[src/rtl/cnn_pkg.sv]
// Shared constants and state encodings for the CNN image path.
// cnn_core and the image loader both size their buffers from IMG_BITS/IMG_BYTES.
package cnn_pkg;

    localparam int unsigned IMG_BITS   = 784;
    localparam int unsigned IMG_BYTES  = 98;
    localparam int unsigned BYTE_CNT_W = 7;   // counts 0..IMG_BYTES-1
    localparam int unsigned PIX_CNT_W  = 10;  // counts 0..IMG_BITS-1

    // Image loader states.
    typedef enum logic [1:0] {
        LOAD,
        WAIT_CORE,
        STREAM
    } ld_state_t;

    // UART receiver states.
    typedef enum logic [1:0] {
        IDLE,
        START,
        DATA,
        STOP
    } rx_state_t;

endpackage

[src/rtl/uart_rx.sv]
// 8N1 UART receiver. RX is synchronized with two flops, a start edge is qualified
// half a bit later, then data and stop bits are sampled at mid-bit. A good frame
// yields a one-cycle rx_vld with the byte; a low stop bit yields a one-cycle rx_ferr.
module uart_rx
    import cnn_pkg::*;
#(
    parameter int unsigned BAUD_DIV = 434
) (
    input  logic       clk,
    input  logic       rst,
    input  logic       RX,
    output logic [7:0] rx_data,
    output logic       rx_vld,
    output logic       rx_ferr
);

    localparam int unsigned CNT_W = (BAUD_DIV > 1) ? $clog2(BAUD_DIV) : 1;
    localparam logic [CNT_W-1:0] HALF_CNT = CNT_W'(BAUD_DIV / 2 - 1);
    localparam logic [CNT_W-1:0] FULL_CNT = CNT_W'(BAUD_DIV - 1);

    logic [1:0]       sync_q;
    logic             rx_s;
    logic             rx_prev_q;
    rx_state_t        state_q, state_d;
    logic [CNT_W-1:0] baud_q, baud_d;
    logic [2:0]       bit_q, bit_d;
    logic [7:0]       shift_q, shift_d;
    logic [7:0]       rx_data_d;
    logic             rx_vld_d;
    logic             rx_ferr_d;

    assign rx_s = sync_q[1];

    // Two-flop synchronizer plus a delayed copy for falling-edge detection.
    always_ff @(posedge clk or posedge rst) begin
        if (rst) begin
            sync_q    <= 2'b11;
            rx_prev_q <= 1'b1;
        end else begin
            sync_q    <= {sync_q[0], RX};
            rx_prev_q <= rx_s;
        end
    end

    // Receiver state, counters and output pulse registers.
    always_ff @(posedge clk or posedge rst) begin
        if (rst) begin
            state_q <= IDLE;
            baud_q  <= '0;
            bit_q   <= '0;
            shift_q <= '0;
            rx_data <= '0;
            rx_vld  <= 1'b0;
            rx_ferr <= 1'b0;
        end else begin
            state_q <= state_d;
            baud_q  <= baud_d;
            bit_q   <= bit_d;
            shift_q <= shift_d;
            rx_data <= rx_data_d;
            rx_vld  <= rx_vld_d;
            rx_ferr <= rx_ferr_d;
        end
    end

    // Next-state logic: frame sequencing and mid-bit sampling.
    always_comb begin
        state_d   = state_q;
        baud_d    = baud_q;
        bit_d     = bit_q;
        shift_d   = shift_q;
        rx_data_d = rx_data;
        rx_vld_d  = 1'b0;
        rx_ferr_d = 1'b0;
        unique case (state_q)
            IDLE: begin
                if (rx_prev_q && !rx_s) begin
                    state_d = START;
                    baud_d  = '0;
                end
            end
            START: begin
                if (baud_q == HALF_CNT) begin
                    baud_d  = '0;
                    bit_d   = '0;
                    // A line that is high again at mid start bit was only a glitch.
                    state_d = rx_s ? IDLE : DATA;
                end else begin
                    baud_d = baud_q + CNT_W'(1);
                end
            end
            DATA: begin
                if (baud_q == FULL_CNT) begin
                    baud_d  = '0;
                    shift_d = {rx_s, shift_q[7:1]};  // LSB arrives first
                    if (bit_q == 3'd7) begin
                        state_d = STOP;
                    end else begin
                        bit_d = bit_q + 3'd1;
                    end
                end else begin
                    baud_d = baud_q + CNT_W'(1);
                end
            end
            STOP: begin
                if (baud_q == FULL_CNT) begin
                    baud_d  = '0;
                    state_d = IDLE;
                    if (rx_s) begin
                        rx_vld_d  = 1'b1;
                        rx_data_d = shift_q;
                    end else begin
                        rx_ferr_d = 1'b1;
                    end
                end else begin
                    baud_d = baud_q + CNT_W'(1);
                end
            end
            default: state_d = IDLE;
        endcase
    end

endmodule

[src/rtl/cnn_img_loader.sv]
// Receives a binarized 28x28 image over UART, packs it into a 784-bit buffer and,
// once cnn_core is idle, pulses strt and streams the image one pixel per clock.
module cnn_img_loader
    import cnn_pkg::*;
#(
    parameter int unsigned BAUD_DIV = 434
) (
    input  logic clk,
    input  logic rst,
    input  logic RX,
    input  logic bsy,
    output logic strt,
    output logic din,
    output logic rx_err
);

    localparam logic [BYTE_CNT_W-1:0] LAST_BYTE = BYTE_CNT_W'(IMG_BYTES - 1);
    localparam logic [PIX_CNT_W-1:0]  LAST_PIX  = PIX_CNT_W'(IMG_BITS - 1);

    logic [7:0]            rx_data;
    logic                  rx_vld;
    logic                  rx_ferr;

    ld_state_t             state_q, state_d;
    logic [IMG_BITS-1:0]   img_q, img_d;
    logic [BYTE_CNT_W-1:0] byte_cnt_q, byte_cnt_d;
    logic [PIX_CNT_W-1:0]  pix_cnt_q, pix_cnt_d;

    uart_rx #(
        .BAUD_DIV(BAUD_DIV)
    ) u_uart_rx (
        .clk    (clk),
        .rst    (rst),
        .RX     (RX),
        .rx_data(rx_data),
        .rx_vld (rx_vld),
        .rx_ferr(rx_ferr)
    );

    // Loader state, image buffer and counters.
    always_ff @(posedge clk or posedge rst) begin
        if (rst) begin
            state_q    <= LOAD;
            img_q      <= '0;
            byte_cnt_q <= '0;
            pix_cnt_q  <= '0;
        end else begin
            state_q    <= state_d;
            img_q      <= img_d;
            byte_cnt_q <= byte_cnt_d;
            pix_cnt_q  <= pix_cnt_d;
        end
    end

    // Next-state logic: byte packing, handshake with the core, pixel streaming.
    always_comb begin
        state_d    = state_q;
        img_d      = img_q;
        byte_cnt_d = byte_cnt_q;
        pix_cnt_d  = pix_cnt_q;
        unique case (state_q)
            LOAD: begin
                if (rx_vld) begin
                    // Bytes enter at the top so byte 0 ends up in img[7:0].
                    img_d = {rx_data, img_q[IMG_BITS-1:8]};
                    if (byte_cnt_q == LAST_BYTE) begin
                        byte_cnt_d = '0;
                        state_d    = WAIT_CORE;
                    end else begin
                        byte_cnt_d = byte_cnt_q + BYTE_CNT_W'(1);
                    end
                end else if (rx_ferr) begin
                    // A bad frame aborts the partial image.
                    byte_cnt_d = '0;
                end
            end
            WAIT_CORE: begin
                if (!bsy) begin
                    state_d   = STREAM;
                    pix_cnt_d = '0;
                end
            end
            STREAM: begin
                img_d = {1'b0, img_q[IMG_BITS-1:1]};
                if (pix_cnt_q == LAST_PIX) begin
                    pix_cnt_d = '0;
                    state_d   = LOAD;
                end else begin
                    pix_cnt_d = pix_cnt_q + PIX_CNT_W'(1);
                end
            end
            default: state_d = LOAD;
        endcase
    end

    // Outputs decode straight from registers so reset clears them immediately.
    always_comb begin
        strt   = (state_q == STREAM) && (pix_cnt_q == '0);
        din    = (state_q == STREAM) ? img_q[0] : 1'b0;
        // Outside LOAD every received byte is dropped and flagged.
        rx_err = rx_ferr || (rx_vld && (state_q != LOAD));
    end

endmodule

[config.mk]
export PLATFORM = sky130hd
export DESIGN_NAME = cnn_img_loader
export DESIGN_NICKNAME = d
export VERILOG_FILES = /design/src/rtl/cnn_pkg.sv /design/src/rtl/uart_rx.sv /design/src/rtl/cnn_img_loader.sv
export SDC_FILE = /design/constraint.sdc
export NUM_CORES = 2
export LEC_CHECK = 0
export ABC_AREA = 0
export CORE_MARGIN = 4
export CORE_UTILIZATION = 40
export CTS_CLUSTER_DIAMETER = 100
export CTS_CLUSTER_SIZE = 40
export DETAILED_ROUTE_END_ITERATION = 16
export GPL_ROUTABILITY_DRIVEN = 0
export HOLD_SLACK_MARGIN = 0.03
export SYNTH_ARGS = -nofsm -noshare
export SYNTH_HDL_FRONTEND = slang
export SYNTH_HIERARCHICAL = 1
export SYNTH_SLANG_ARGS = --single-unit
[constraint.sdc]
create_clock -name clk -period 31 [get_ports clk]
set_input_delay 3.1 -clock clk [delete_from_list [all_inputs] [get_ports clk]]
set_output_delay 3.1 -clock clk [all_outputs]
set_load 0.02 [all_outputs]
==> flow_metrics.env <==
export IMPL_critPathKind="flop to primary output"
export IMPL_syn_area_um2=37880
export IMPL_die_area_um2=99690
export IMPL_grt_pass1_wl_um=133500
export IMPL_startpoint="state_q[1]"
export IMPL_via_count=28790
export IMPL_clk_latency_ps=670
export IMPL_wl_met1_um=39100
export IMPL_regArea_um2=20970
export IMPL_clk_pin_slew_worst_paths_ps=120
export IMPL_synth_cell_types=63
export IMPL_drt_iter0_drc=2680
export IMPL_worstPathCellList="nor2b_4 > buf_4 > and4_1 > clkdlybuf4s50_1"
export IMPL_arrival_ps=3320
export IMPL_maxCapViolations=0
export IMPL_numPortBuffers=6
export IMPL_postCtsSetupRepairBufs=0
export IMPL_yosysMostFrequentCell="nand2_1"
export IMPL_clock_power_share_pct=34.0
export IMPL_cp_start_kind="flop"
export IMPL_synth_cells=4537
export IMPL_num_fill_cells=9482
export IMPL_cts_buffers=30
export IMPL_cts_sinks=838
export IMPL_p_sw_uw=410.7
export IMPL_die_w_um=315.7
export IMPL_p_leak_nw=18.85
export IMPL_relSlewSlack_pct=25.13
export IMPL_hp_class="flop to flop"
export IMPL_r2r_start="state_q[0]"
export IMPL_grt_pass1_vias=27220
export IMPL_synth_top_area_share_pct=55.16
export IMPL_yosys_top_cells_count="1,598 x nand2_1, 835 x dfrtp_1, 795 x nor2_1, 788 x a31oi_1, 293 x buf_2"
export IMPL_worstMarginPinSlew_ps=1123
export IMPL_post_route_min_period_ps=6423
export IMPL_n_antenna_cell=0
export IMPL_fmax_mhz=155.7
export IMPL_rsz0062_at_grt="no"
export IMPL_async_reset_ff_share_pct=100.0
export IMPL_p_sw_share_pct=23.78
export IMPL_cts_tree="yes"
export IMPL_cts_resized=0
export IMPL_nets=4266
export IMPL_p_int_mw=1.316
export IMPL_wire_per_inst_um=13.65
export IMPL_ys_warn_count=6
export IMPL_grt_use_total_pct=15.13
export IMPL_htree_levels=1
export IMPL_seq_power_share_pct=63.8
export IMPL_outcome="completed"
export IMPL_root_buffer="clkbuf_16"
export IMPL_via_per_inst=5.208
export IMPL_core_um2=93610
export IMPL_synth_fp_nets=4550
export IMPL_grt_antenna_before_repair=0
export IMPL_required_ps=27900
export IMPL_postRouteAntennaNets=0
export IMPL_crit_path_max_incr_delay_ps=840
export IMPL_power_frac_comb_pct=2.2
export IMPL_dieHeight_um=315.7
export IMPL_route_met3_wl_um=1429
export IMPL_finClkSkew_ps=30.74
export IMPL_io_pins=7
export IMPL_cts_max_path_buffers=3
export IMPL_row_count=112
export IMPL_period_share_pct=20.72
export IMPL_hold_violations=0
export IMPL_slowest_stage="clkdlybuf4s50_1"
export IMPL_maxSlewViolCount=0
export IMPL_syn_area_per_cell_um2=8.350
export IMPL_setup_viol=0
export IMPL_setup_tns_final_ps=0
export IMPL_overflow=0
export IMPL_multi_input_area_um2=15110
export IMPL_synth_seq_cells=838
export IMPL_routed_wl_um=75450
export IMPL_powerDensity_nw_per_um2=44.02
export IMPL_synth_main_ff_cell="dfrtp_1"
export IMPL_ys_seq_area_share_pct=55.37
export IMPL_worstHoldStart="u_uart_rx/sync_q[0]"
export IMPL_start_util_pct=40.47
export IMPL_top_layer="met4"
export IMPL_final_cell_area_um2=39230
export IMPL_route_detailed_drc=0
export IMPL_synth_largest_area_cell="dfrtp_1"
export IMPL_crit_fanout=76
export IMPL_dp_hpwl_um=42280
export IMPL_synth_area_leaders="dfrtp_1 55%, nand2_1 16%, a31oi_1 13%, nor2_1 7.9%, buf_2 3.9%"
export IMPL_wl_met2_um=34010
export IMPL_cts_hold_buf=0
export IMPL_dr_pass1_iters=6
export IMPL_worst_ir_drop_vdd_uv=37.33
export IMPL_drive_gt1_share_pct=2.948
export IMPL_dpl_cell_area_um2=38120
export IMPL_synth_edff_count=0
export IMPL_grt_max_degree=267
export IMPL_cp_end_kind="primary output"
export IMPL_syn_to_final_growth_pct=3.567
critical path: cells and delay by family (launching register included):
kind	cells	cell delay, ps
buffers and inverters	2	1460
AND/OR/NAND/NOR	2	620
flip-flops	1	570
final timing paths:
path / cells past startpoint / slack [ps] / end
setup reg to reg: 6 / 26450 / img_q[612]
hold / removal: 0 / 360 / u_uart_rx/sync_q[1]
hold reg to reg: 0 / 360 / u_uart_rx/sync_q[1]
setup / recovery: 4 / 24580 / strt
max in group asynchronous: 5 / 25030 / img_q[596]
min in group asynchronous: 2 / 2990 / byte_cnt_q[1]
power by group through the flow:
stage          clock network [mW]  registers, mW  logic (mW)
2_1_floorplan                   0           1.12      0.0311
3_3_place_gp                    0           1.12      0.0407
3_5_place_dp                    0           1.12      0.0404
4_1_cts                     0.612           1.10      0.0405
5_1_grt                     0.649           1.10      0.0457
6_report                    0.587           1.10      0.0378
placed cells by master (no fill, tap or decap), drive strengths merged, types with 2 or more instances in the layout:
cell and instances:
nand2 1598, dfrtp 835, nor2 797, a31oi 788, buf 35, clkbuf 31
inv 24, o21ai 20, mux2 16, ha 9, clkinv 9, nand3 8
o22ai 7, and2 7, nor3 7, clkdlybuf4s50 6, a21oi 6, nor2b 6
nand4 5, o31ai 4, and3 3, xor2 3, o2bb2ai 3, o211ai 3
dfstp 3, nand2b 3, nor4 3, and4 3, nand4b 3, or2 3
or3 2, clkinvlp 2, o21a 2, mux2i 2, nor3b 2
layer usage:
layer / GRT usage (%) / up-vias
li1: - / 14550
met1: 23.38 / 13980
met2: 23.94 / 208
met3: 1.206 / 51
met4: 2.062 / 0
met5: 0 / -
per-stage QoR:
stage / hold WS (ps) / util, % / power (mW) / std cells / setup slack [ps]
final: 363.4 / 41.91 / 1.727 / 5528 / 24580
after global routing: 374.1 / 41.91 / 1.799 / 5528 / 24440
after CTS: 365.8 / 41.91 / 1.755 / 5528 / 24530
after detailed placement: 349.8 / 40.72 / 1.164 / 5475 / 24110
after global placement: 348.5 / 40.72 / 1.164 / 5475 / 24060
after floorplan: 345.2 / - / 1.153 / 4537 / 5349
state kept, by name (all words and copies together), names as in the netlist, 3 cells and up, named ones only:
register,cells
byte_cnt_q,7
u_uart_rx/bit_q,3
u_uart_rx/shift_q,8
img_q,784
u_uart_rx/baud_q,9
pix_cnt_q,10
u_uart_rx/rx_data,8
cell families after synthesis:
group           count (synthesis)  synth area share (%)
simple gates                 2452                 24.91
buf+inv                       371                 4.792
fa+ha+maj                       9                0.2973
xor+xnor                        3               0.06937
compound gates                846                 14.04
mux                            18                0.5284
flops                         838                 55.37
area by class of cell:
cell class	instances	area share [%]
inverter	14	0.1531
sequential	838	53.46
tap	1254	3.999
timing repair buffer	41	1.046
clock buffer	31	1.977
clock inverter	22	0.8579
multi-input combinational	3328	38.51
Power figures use the tool's default switching activity.
